<file path="src/rtl/seg_mux_driver.sv">
`default_nettype none
// ============================================================================
// Module      : seg_mux_driver
// Description : Time-multiplexed driver for NUM_DIGITS 7-segment digits that
//               share one segment bus. A refresh counter rotates the digit
//               enables. Each digit period opens with a dead window in which
//               every digit is off, which prevents ghosting between digits.
//               The display value is captured once per frame, so a change on
//               the inputs can never tear a frame. Every output is registered.
//
// Ports       : clk         in   system clock
//               reset_n     in   asynchronous active-low reset
//               digits      in   hex nibble per digit, digit k = [4k+3:4k]
//               blank       in   1 = digit k dark
//               dp          in   1 = decimal point of digit k lit
//               segs        out  segment drive {g,f,e,d,c,b,a}
//               dp_out      out  decimal-point drive
//               digit_en    out  one-hot digit enable
//               digit_idx   out  index of the digit owning the current period
//               frame_start out  pulse in the first cycle of digit 0's period
//
// Revision    : 1.0 - initial release
// ============================================================================
module seg_mux_driver #(
  parameter int NUM_DIGITS     = 2,
  parameter int REFRESH_DIV    = 24000,
  parameter int DEAD_CYCLES    = 16,
  parameter bit SEG_ACTIVE_LOW = 1'b1,
  parameter bit EN_ACTIVE_LOW  = 1'b0,
  localparam int c_idx_w       = (NUM_DIGITS > 1) ? $clog2(NUM_DIGITS) : 1
) (
  input  logic                    clk,
  input  logic                    reset_n,
  input  logic [4*NUM_DIGITS-1:0] digits,
  input  logic [NUM_DIGITS-1:0]   blank,
  input  logic [NUM_DIGITS-1:0]   dp,
  output logic [6:0]              segs,
  output logic                    dp_out,
  output logic [NUM_DIGITS-1:0]   digit_en,
  output logic [c_idx_w-1:0]      digit_idx,
  output logic                    frame_start
);

  localparam int                    c_cnt_w    = (REFRESH_DIV > 1) ? $clog2(REFRESH_DIV) : 1;
  localparam logic [c_cnt_w-1:0]    c_cnt_last = c_cnt_w'(REFRESH_DIV - 1);
  localparam logic [c_idx_w-1:0]    c_idx_last = c_idx_w'(NUM_DIGITS - 1);
  localparam logic [6:0]            c_seg_off  = SEG_ACTIVE_LOW ? 7'h7F : 7'h00;
  localparam logic                  c_dp_off   = SEG_ACTIVE_LOW;
  localparam logic [NUM_DIGITS-1:0] c_en_off   = EN_ACTIVE_LOW ? '1 : '0;

  // --------------------------------------------------------------------------
  // Parameter legality
  // --------------------------------------------------------------------------
  if (NUM_DIGITS < 1 || NUM_DIGITS > 8) begin : g_bad_num_digits
    $error("seg_mux_driver: NUM_DIGITS must be in 1..8");
  end
  if (DEAD_CYCLES < 0) begin : g_bad_dead_cycles
    $error("seg_mux_driver: DEAD_CYCLES must be >= 0");
  end
  if (REFRESH_DIV <= DEAD_CYCLES) begin : g_bad_refresh_div
    $error("seg_mux_driver: REFRESH_DIV must exceed DEAD_CYCLES");
  end

  // --------------------------------------------------------------------------
  // State
  // --------------------------------------------------------------------------
  logic [c_cnt_w-1:0]      r_cnt;
  logic [c_idx_w-1:0]      r_idx;
  logic                    r_run;        // low until the first edge after reset
  logic [4*NUM_DIGITS-1:0] r_sh_digits;
  logic [NUM_DIGITS-1:0]   r_sh_blank;
  logic [NUM_DIGITS-1:0]   r_sh_dp;
  logic [6:0]              r_segs;
  logic                    r_dp_out;
  logic [NUM_DIGITS-1:0]   r_digit_en;
  logic                    r_frame_start;

  // --------------------------------------------------------------------------
  // Next-state computation
  // --------------------------------------------------------------------------
  logic                    w_wrap;
  logic                    w_snap;
  logic [c_cnt_w-1:0]      w_cnt_nxt;
  logic [c_idx_w-1:0]      w_idx_nxt;
  logic [4*NUM_DIGITS-1:0] w_sh_digits_nxt;
  logic [NUM_DIGITS-1:0]   w_sh_blank_nxt;
  logic [NUM_DIGITS-1:0]   w_sh_dp_nxt;

  // The first edge after reset release does not advance the counter. It only
  // loads the outputs for cnt=0/idx=0, so the first visible cycle already
  // carries frame_start.
  always_comb begin
    w_wrap = (r_cnt == c_cnt_last);
    w_snap = r_run && w_wrap && (r_idx == c_idx_last);
    if (!r_run) begin
      w_cnt_nxt = '0;
      w_idx_nxt = '0;
    end else if (w_wrap) begin
      w_cnt_nxt = '0;
      w_idx_nxt = (r_idx == c_idx_last) ? '0 : r_idx + c_idx_w'(1);
    end else begin
      w_cnt_nxt = r_cnt + c_cnt_w'(1);
      w_idx_nxt = r_idx;
    end
    // The shadow copy is refreshed only at the last edge of a frame.
    if (w_snap) begin
      w_sh_digits_nxt = digits;
      w_sh_blank_nxt  = blank;
      w_sh_dp_nxt     = dp;
    end else begin
      w_sh_digits_nxt = r_sh_digits;
      w_sh_blank_nxt  = r_sh_blank;
      w_sh_dp_nxt     = r_sh_dp;
    end
  end

  // Dead-window decode for both the upcoming and the current counter value
  logic w_dead_nxt;
  logic w_dead_cur;

  if (DEAD_CYCLES == 0) begin : g_no_dead
    assign w_dead_nxt = 1'b0;
    assign w_dead_cur = 1'b0;
  end else begin : g_dead
    localparam logic [c_cnt_w-1:0] c_dead = c_cnt_w'(DEAD_CYCLES);
    assign w_dead_nxt = (w_cnt_nxt < c_dead);
    assign w_dead_cur = (r_cnt < c_dead);
  end

  // --------------------------------------------------------------------------
  // Digit selection from the upcoming index and shadow
  // --------------------------------------------------------------------------
  logic [3:0]            w_nib;
  logic                  w_blank_sel;
  logic                  w_dp_sel;
  logic [NUM_DIGITS-1:0] w_en_act_nxt;

  always_comb begin
    w_nib        = 4'h0;
    w_blank_sel  = 1'b1;
    w_dp_sel     = 1'b0;
    w_en_act_nxt = '0;
    for (int k = 0; k < NUM_DIGITS; k++) begin
      if (w_idx_nxt == c_idx_w'(k)) begin
        w_nib           = w_sh_digits_nxt[4*k +: 4];
        w_blank_sel     = w_sh_blank_nxt[k];
        w_dp_sel        = w_sh_dp_nxt[k];
        w_en_act_nxt[k] = ~w_dead_nxt;
      end
    end
  end

  // Hex to segment decode, active-high {g,f,e,d,c,b,a}
  logic [6:0] w_hex;

  always_comb begin
    w_hex = 7'b0000000;
    case (w_nib)
      4'h0: w_hex = 7'b0111111;
      4'h1: w_hex = 7'b0000110;
      4'h2: w_hex = 7'b1011011;
      4'h3: w_hex = 7'b1001111;
      4'h4: w_hex = 7'b1100110;
      4'h5: w_hex = 7'b1101101;
      4'h6: w_hex = 7'b1111101;
      4'h7: w_hex = 7'b0000111;
      4'h8: w_hex = 7'b1111111;
      4'h9: w_hex = 7'b1100111;
      4'hA: w_hex = 7'b1110111;
      4'hB: w_hex = 7'b1111100;
      4'hC: w_hex = 7'b0111001;
      4'hD: w_hex = 7'b1011110;
      4'hE: w_hex = 7'b1111001;
      4'hF: w_hex = 7'b1110001;
      default: w_hex = 7'b0000000;
    endcase
  end

  // --------------------------------------------------------------------------
  // Registers
  // --------------------------------------------------------------------------
  always_ff @(posedge clk or negedge reset_n) begin
    if (!reset_n) begin
      r_cnt         <= '0;
      r_idx         <= '0;
      r_run         <= 1'b0;
      r_sh_digits   <= '0;
      r_sh_blank    <= '1;
      r_sh_dp       <= '0;
      r_segs        <= c_seg_off;
      r_dp_out      <= c_dp_off;
      r_digit_en    <= c_en_off;
      r_frame_start <= 1'b0;
    end else begin
      r_cnt         <= w_cnt_nxt;
      r_idx         <= w_idx_nxt;
      r_run         <= 1'b1;
      r_sh_digits   <= w_sh_digits_nxt;
      r_sh_blank    <= w_sh_blank_nxt;
      r_sh_dp       <= w_sh_dp_nxt;
      r_frame_start <= (w_cnt_nxt == '0) && (w_idx_nxt == '0);
      r_digit_en    <= EN_ACTIVE_LOW ? ~w_en_act_nxt : w_en_act_nxt;
      // A blanked digit keeps its enable but drives dark segments.
      if (w_dead_nxt || w_blank_sel) begin
        r_segs   <= c_seg_off;
        r_dp_out <= c_dp_off;
      end else begin
        r_segs   <= SEG_ACTIVE_LOW ? ~w_hex : w_hex;
        r_dp_out <= SEG_ACTIVE_LOW ? ~w_dp_sel : w_dp_sel;
      end
    end
  end

  assign segs        = r_segs;
  assign dp_out      = r_dp_out;
  assign digit_en    = r_digit_en;
  assign digit_idx   = r_idx;
  assign frame_start = r_frame_start;

  // --------------------------------------------------------------------------
  // Invariants
  // --------------------------------------------------------------------------
  logic [NUM_DIGITS-1:0] w_en_act_cur;
  assign w_en_act_cur = EN_ACTIVE_LOW ? ~r_digit_en : r_digit_en;

  a_en_onehot0: assert property (@(posedge clk) disable iff (!reset_n)
    $onehot0(w_en_act_cur));

  a_no_en_in_dead: assert property (@(posedge clk) disable iff (!reset_n)
    w_dead_cur |-> (w_en_act_cur == '0));

endmodule
`default_nettype wire

</file>
<file path="config.mk">
export PLATFORM = sky130hd
export DESIGN_NAME = seg_mux_driver
export DESIGN_NICKNAME = d
export VERILOG_FILES = /design/src/rtl/seg_mux_driver.sv
export SDC_FILE = /design/constraint.sdc
export NUM_CORES = 1
export LEC_CHECK = 0
export ABC_CLOCK_PERIOD_IN_PS = 3200
export BUFFER_PORTS_ARGS = -buffer_cell sky130_fd_sc_hd__buf_2
export CAP_MARGIN = 5
export CORE_MARGIN = 10
export CORE_UTILIZATION = 52
export CTS_CLUSTER_SIZE = 12
export DETAILED_ROUTE_END_ITERATION = 6
export GPL_ROUTABILITY_DRIVEN = 0
export MAX_ROUTING_LAYER = met4
export PLACE_DENSITY = 0.75
export SYNTH_ARGS = -nofsm -noshare
export SYNTH_HDL_FRONTEND = slang
export SYNTH_SLANG_ARGS = --single-unit
</file>
<file path="constraint.sdc">
create_clock -name clk -period 3.2 [get_ports clk]
set_input_delay 0.48 -clock clk [delete_from_list [all_inputs] [get_ports clk]]
set_output_delay 0.48 -clock clk [all_outputs]
set_load 0.03 [all_outputs]
</file>
---- After elaboration in Yosys (flattened, before gate mapping) ----
Memories as Yosys holds them, arrays and structs flattened.
Cells that the tools add are included.
storage, ports and cells
  register bits after elaboration ......... 40
  memory bits (read-only) ................. 112
  memories ................................ 1
  input port bits ......................... 14
  output and inout bits ................... 12
cells by class
  add/sub/neg operators ................... 2
  reduce and logical (&&, ||, !) cells .... 5
  eq/ne operators ......................... 1
  bitwise operators ....................... 4
  multiplexer cells ....................... 15
  magnitude comparators ................... 1
memory list
  memory           words  width  read ports  clocked after memory_dff  write ports  RTL line  text
  (no name shown)  16     7      1           0                         0            158       case (w_nib)
operators with widths
  cell                                                          number
  two-way mux 15 bit                                            2
  adder 15 x 1 -> 15 bit (second input constant)                1
  equality test 15 bit (second input constant)                  1
  logical NOT 15 bit                                            1
  less-than comparator 15 x 5 -> 1 bit (second input constant)  1
  two-way mux 1 bit                                             8
  two-way mux 8 bit                                             1
  two-way mux 7 bit                                             1
  NOT 7 bit                                                     1
  two-way mux 2 bit                                             2
  two-way mux 4 bit                                             1
  logical AND 1 bit                                             3
  NOT 1 bit                                                     3
  adder 1 bit (second input constant)                           1
  logical OR 1 bit                                              1

---- Depth between registers and ports, before layout ----
Gate-level depths: netlist of run 1.
An unclocked memory read counts as a cell.
  depth in word-level cells ............... 8
  mapped depth ............................ 13
  gate-level depth less buffers ........... 12

---- Least setup slack after synthesis of run 1 ----
OpenSTA, ideal clock, no wires.
  path kind ............................... register to register
  start ................................... register r_cnt[6]
  end ..................................... register r_segs[3], in the netlist segs[3]
  required time ........................... 3114 ps
  buffers on the path ..................... 0
  data arrival time ....................... 3084 ps
  setup slack ............................. 30 ps
  stages on the path, launching flop included .. 12
  library setup time ...................... 86 ps
  period minus slack after synthesis ...... 3170 ps
  cells stage by stage .................... dfrtp_1 -> or4b_4 -> nor4_4 -> xor2_1 -> nand2_1 -> mux2i_2 -> inv_1 -> ha_1 -> inv_1 -> and2_1 -> a211oi_1 -> o31ai_1
between the ends
  cells in the longest elaborated chain, start to end .. 8
  elaborated cells on any way between the ends .. 17
  those cells by class .................... 1 x add/sub; 1 x order compare; 1 x eq/ne; 9 x mux; 1 x bitwise; 3 x reduce/logical; 1 x memory
ends and longest elaborated chain
  what                                                            RTL line  text
  start: declaration                                              67        logic [c_cnt_w-1:0] r_cnt;
  start signal: assignment                                        195       r_cnt <= w_cnt_nxt;
  branches (longest 7 deep; another with adder 15 x 1 -> 15 bit)  --
  two-way mux 7 bit (*)                                           204       if (w_dead_nxt || w_blank_sel) begin
  end signal: assignment                                          190       r_segs <= c_seg_off;
  end signal: assignment                                          205       r_segs <= c_seg_off;
  end signal: assignment                                          208       r_segs <= SEG_ACTIVE_LOW ? ~w_hex : w_hex;
  end: declaration                                                73        logic [6:0] r_segs;
Mark *: on every way between the ends.

---- Final worst setup path of run 1 ----
  start ................................... register r_cnt[0]
  end ..................................... register r_segs[3], in the netlist segs[3]
Same word-level chain as after synthesis.

==> run summary, run 1 <==
top cell type's share of synthesized area -> 0.343
Yosys top cell by area -> dfrtp_1
Multi-input gate area -> 1110 um^2
core area -> 4030 um^2
worst hold path class -> in2async
worst reg2reg startpoint -> r_cnt[0]
Max-Cap Viols -> 0
status -> complete, no violations
Arr. time, crit path -> 3.20 ns
Hold Fails Final Rpt -> 0
largest net degree at the start of global routing -> 41
vias -> 1648
Ant. Diodes -> 0
clk root buf -> clkbuf_8
Post-Route Utilization -> 0.632
CP Depth -> 13
Crit Path Class -> reg2reg
Die Y -> 84.9 um
clk sink count -> 40
sequential-to-total area share from yosys stat -> 0.463
setup_tns -> 0 ns
clock buffer depth -> 2
top cells by area, synth -> dfrtp_1 34%, dfstp_2 12%, mux2_2 6.2%, mux2i_1 4.1%, xnor2_1 4.0%
Post-Syn Instances -> 210
commonest non-fill, non-tap cells in the layout -> 29 x dfrtp_1, 25 x buf_2, 18 x nand2_1
Main synth FF type -> dfrtp_1
final worst slack -> 0.204 ns
latest clock arrival within the worst-skew pair -> 0.29 ns
most frequent CP cell -> inv_1
Clk pin slew, worst setup/hold paths -> 0.08 ns
pwr dens -> 376 nW/um^2
DP Wirelength -> 3390 um
Slew HR -> 0.424
Filler Cell Count -> 339
Slew Limit Fails -> 0
Placement Setup Slack -> 0.0401 ns
Worst Reg2Reg Path Length in Cells -> 13
Worst Setup End Kind -> flip-flop
first-pass iteration count of the detailed router -> 4
DRT iter0 DRCs -> 87
RSZ-0062 raised after global routing -> false
crit path max fanout -> 8
die width -> 84.9 um
Mapped Area -> 2190 um^2
commonest non-fill, non-tap cell in the layout -> dfrtp_1
number of enable flip-flop cells after synthesis -> 0
Required @ worst endpoint -> 3.40 ns
ratio of cells with drive above 1 in the final layout -> 0.302
Cell variety after synth -> 45
R2R setup slack -> 0.20 ns
CTS tree -> built
worst vdd ir -> 0.000300 V
number of synthesis warnings -> 0
Sequential Area -> 1010 um^2
Critical R2R Capture -> segs[3]
minimum clock period after layout -> 3.00 ns
final net count -> 264
crit path cell chain -> ha_2, nor4bb_1, nand2_1, nor4_2, buf_4, mux2i_1, mux2i_4, inv_1, ha_1, inv_1, and2_1, a211oi_1, o31ai_1
antenna violation net count after detailed routing -> 0
initial antenna violation count -> 0
worst-path cell with the longest stage delay -> dfrtp_1
worst-margin pin slew -> 0.863 ns
number of remaining DRC errors -> 0
Peak Freq -> 334 MHz
Async S/R FF share, synth -> 1.00
synthesis-stage register bit count -> 40
area grow syn2layout -> 16.3%
crit-path leading delay family -> simple AND/OR/NAND/NOR gates
Tcrit/Tclk final -> 0.936
vias in the first global route -> 1646
die area -> 7210 um^2
syn_nets -> 230
Critical Path Start -> r_cnt[0]
GRT Overall Usage -> 0.131
Initial Utilization -> 0.543
CTS H-tree depth -> 2
Port Buffers -> 25
crit path to -> segs[3]
DRT Wirelength -> 4610 um
cts bufs inserted -> 5
I/O pin count -> 26
CP Buf/Inv Count -> 3
clock skew -> 0.0109 ns
grt total ovfl -> 0
first-pass GRT wire length -> 7700 um
hold_ws -> 0.303 ns
# rows -> 23
CTS Hold Bufs -> 0
count of final setup violators -> 0
critical path startpoint category -> flip-flop
syn_area_per_cell -> 10.4 um^2
Pleak -> 1.18 nW
Worst path max stage delay -> 0.42 ns
average wire per standard cell -> 15.6 um
vias per cell -> 5.59
-- state kept, by name (all words and copies together) (netlist names), 2 cells and up --
register     count
r_sh_blank       2
digit_en         2
r_sh_dp          2
r_sh_digits      8
segs             7
r_cnt           15
-- worst register-to-register path: cells and delay by family, from the launching register on --
family / cells / cell delay (ns)
buf+inv: 3 / 0.44
compound gates: 2 / 0.32
flops: 1 / 0.42
simple gates: 4 / 0.70
fa+ha+maj: 2 / 0.58
mux: 2 / 0.47
-- cell usage after synthesis, types with 3 or more instances --
cell / instances
nand4_1: 6
a211oi_1: 3
nor3_1: 6
inv_1: 12
o211ai_1: 3
nor4_1: 3
nand2_1: 18
o221ai_1: 4
mux2i_1: 9
nor2_1: 15
xor2_1: 5
o21ai_0: 3
mux2_2: 12
and2_1: 3
dfrtp_1: 30
nand2b_1: 6
xnor2_1: 10
ha_1: 6
clkbuf_1: 7
nand3_1: 7
nor2b_1: 3
dfstp_2: 10
-- report_power, final --
part | switching (mW) | internal, mW | leakage [nW]
combinational | 0.0264 | 0.0140 | 0.629
clock | 0.168 | 0.231 | 0.0552
sequential | 0.00621 | 0.511 | 0.500
-- stage by stage --
step	cells	power, mW	instance area, um^2
5_1_grt	295	0.998	2550
2_1_floorplan	210	0.543	2190
6_report	295	0.958	2550
3_5_place_dp	285	0.568	2410
3_3_place_gp	285	0.568	2410
4_1_cts	293	0.970	2520
-- area by class of cell --
cell class / instances / area share
repair buffers: 36 / 0.0830
multi-input cells: 149 / 0.434
clock inverters: 2 / 0.0138
inverters: 12 / 0.0177
well taps: 50 / 0.0246
clock buffers: 6 / 0.0285
flip-flops and latches: 40 / 0.398
-- routing by layer --
metal / track usage / vias to the layer above / share of wire
met5: - / - / 0
li1: - / 809 / -
met1: 0.168 / 788 / 0.48
met3: 0.0411 / 2 / 0.060
met2: 0.191 / 49 / 0.46
met4: 0.0449 / 0 / 0.0046
-- worst min-delay path by stage --
stage	startpoint	end	slack [ns]	depth (start not counted)
2_1_floorplan	reset_n	digit_en[0]	0.18	0
3_3_place_gp	r_sh_dp[1]	r_sh_dp[1]	0.48	1
3_5_place_dp	r_sh_dp[1]	r_sh_dp[1]	0.48	1
4_1_cts	reset_n	r_sh_digits[5]	0.34	1
5_1_grt	reset_n	r_cnt[9]	0.35	1
6_report	reset_n	r_cnt[9]	0.30	1
-- cell families (layout without fill, tap and decap cells) --
family | count (synthesis) | after routing | synth area share
XOR/XNOR | 15 | 15 | 0.0600
flip-flops | 40 | 40 | 0.463
adder cells (fa/ha/maj) | 6 | 6 | 0.0343
multiplexers | 22 | 22 | 0.109
other | 1 | 1 | 0.00171
AO/OA/AOI/OAI | 26 | 26 | 0.0971
AND/OR/NAND/NOR | 79 | 79 | 0.198
buffers and inverters | 21 | 56 | 0.0371
-- repair_timing --
action	4_1_cts	5_1_grt
setup endpoints to repair	0	1
gates resized for setup	0	4
buffers inserted	0	2
No activity file was read; power rests on OpenSTA's default activity.
==> run 2, diff against run 1 <==
--- a/config.mk
+++ b/config.mk
@@ -8,13 +8,16 @@
 export ABC_CLOCK_PERIOD_IN_PS = 3200
 export BUFFER_PORTS_ARGS = -buffer_cell sky130_fd_sc_hd__buf_2
 export CAP_MARGIN = 5
+export CELL_PAD_IN_SITES_DETAIL_PLACEMENT = 0
+export CELL_PAD_IN_SITES_GLOBAL_PLACEMENT = 2
 export CORE_MARGIN = 10
-export CORE_UTILIZATION = 52
+export CORE_UTILIZATION = 34
 export CTS_CLUSTER_SIZE = 12
 export DETAILED_ROUTE_END_ITERATION = 6
 export GPL_ROUTABILITY_DRIVEN = 0
 export MAX_ROUTING_LAYER = met4
-export PLACE_DENSITY = 0.75
+export PLACE_DENSITY_LB_ADDON = 0.1
+export SLEW_MARGIN = 20
 export SYNTH_ARGS = -nofsm -noshare
 export SYNTH_HDL_FRONTEND = slang
 export SYNTH_SLANG_ARGS = --single-unit
==> run 2 against run 1 <==
  * Cell count grew 10%
  * Critical path depth down 1
  * Utilization down 21 points
  * Count of clock-buffer cells in the layout is 1 lower
  * Sequential share of layout area fell by 1.3 points
  * Worst hold slack improved by 0.0068 ns
  * Cell area rose by 3.4%
  * Via count rose by 1.3%
  * Setup slack worse by 0.0083 ns
  * Combinational power is 14% higher
  * First-iteration DRC count decreased by 15%
  * Largest power group unchanged
==> run summary, run 2 (synthesized netlist as in run 1, its figures left out) <==
antenna violation net count after detailed routing -> 0
clock skew -> 0.00239 ns
pwr dens -> 373 nW/um^2
GRT Overall Usage -> 0.110
first-pass GRT wire length -> 8670 um
DRT iter0 DRCs -> 74
CTS tree -> built
Ant. Diodes -> 0
Critical Path Start -> r_cnt[6]
Port Buffers -> 25
Tcrit/Tclk final -> 0.939
clock buffer depth -> 2
worst reg2reg startpoint -> r_cnt[6]
worst vdd ir -> 0.000160 V
met2 usage -> 0.156
Max-Cap Viols -> 0
I/O pin count -> 26
Peak Freq -> 333 MHz
final instance area -> 2640 um^2
first-pass iteration count of the detailed router -> 4
crit path max fanout -> 9
Worst Setup End Kind -> flip-flop
Slew HR -> 0.398
final net count -> 267
vias -> 1670
M1 GR Usage -> 0.151
Slew Limit Fails -> 0
vias in the first global route -> 1707
Clk pin slew, worst setup/hold paths -> 0.08 ns
largest net degree at the start of global routing -> 41
Worst Reg2Reg Path Length in Cells -> 12
GR Util met3 -> 0.0309
average wire per standard cell -> 16.3 um
Die Y -> 100 um
commonest non-fill, non-tap cells in the layout -> 28 x dfrtp_1, 25 x buf_2, 18 x nand2_1
vias per cell -> 5.14
area post-placement -> 2480 um^2
CTS H-tree depth -> 2
worst hold path class -> in2async
final worst slack -> 0.196 ns
hold_ws -> 0.310 ns
Filler Cell Count -> 652
latest clock arrival within the worst-skew pair -> 0.29 ns
Placement Setup Slack -> 0.101 ns
core area -> 6310 um^2
area grow syn2layout -> 20.3%
initial antenna violation count -> 0
Multi-input gate area -> 1130 um^2
setup_tns -> 0 ns
Largest Register -> r_cnt
commonest non-fill, non-tap cell in the layout -> dfrtp_1
Critical R2R Capture -> segs[3]
die width -> 100 um
die area -> 10100 um^2
grt total ovfl -> 0
R2R setup slack -> 0.20 ns
Placed Instances -> 317
# rows -> 29
ratio of cells with drive above 1 in the final layout -> 0.327
Required @ worst endpoint -> 3.41 ns
cts bufs inserted -> 5
minimum clock period after layout -> 3.00 ns
Largest register FFs -> 15
Initial Utilization -> 0.347
Pleak -> 1.22 nW
Sequential Area -> 1020 um^2
Hold Fails Final Rpt -> 0
Arr. time, crit path -> 3.21 ns
status -> complete, no violations
worst-margin pin slew -> 0.903 ns
RSZ-0062 raised after global routing -> false
Crit Path Class -> reg2reg
gr busiest metal -> met2
count of final setup violators -> 0
DP Wirelength -> 3970 um
clk sink count -> 40
critical path startpoint category -> flip-flop
number of remaining DRC errors -> 0
DRT Wirelength -> 5300 um
final non-filler cell total -> 325
clk root buf -> clkbuf_8
## run 2: power breakdown
part / leakage, nW / switching (mW) / internal [mW]
clock: 0.0541 / 0.189 / 0.231
sequential: 0.498 / 0.00648 / 0.511
combinational: 0.663 / 0.0297 / 0.0165
## run 2: final cells by class
cell class / instances / share of cell area
Clock buffer: 5 / 0.0261
Clock inverter: 3 / 0.0161
Inverter: 12 / 0.0171
Multi-Input combinational cell: 149 / 0.430
Sequential cell: 40 / 0.386
Tap cell: 77 / 0.0366
Timing Repair Buffer: 39 / 0.0888
## run 2: through the flow
step	util	power [mW]
6_report	0.417	0.984
5_1_grt	0.417	1.03
4_1_cts	0.410	0.999
3_3_place_gp	0.393	0.571
3_5_place_dp	0.393	0.572
2_1_floorplan	-	0.543
## run 2: repair_timing
item | 4_1_cts | 5_1_grt
gates resized for setup | 0 | 9
buffers inserted | 0 | 0
hold buffers | 0 | 0
endpoints found under the setup margin | 0 | 2
## run 2: worst max-delay path by stage
stage	to	slack [ns]	cells past startpoint
floorplan	segs[3]	0.03	11
finish	segs[3]	0.20	12
global placement	segs[3]	0.20	13
global route	segs[3]	0.01	12
CTS	segs[3]	0.06	13
detailed placement	segs[3]	0.10	13
## run 2: critical path: stages, from the launching register on
cell and delay, ns:
dfrtp_2 0.47, or4b_4 0.56, nor4_4 0.34, buf_6 0.19
nor3_1 0.05, a31oi_1 0.14, o221ai_1 0.16, inv_1 0.15
ha_1 0.30, inv_1 0.11, and2_1 0.14, a211oi_1 0.05
o31ai_1 0.25
## run 2: routing by layer
metal	vias to the layer above	share of wire
li1	813	-
met4	0	0.011
met1	811	0.50
met3	7	0.042
met2	39	0.45
met5	-	0
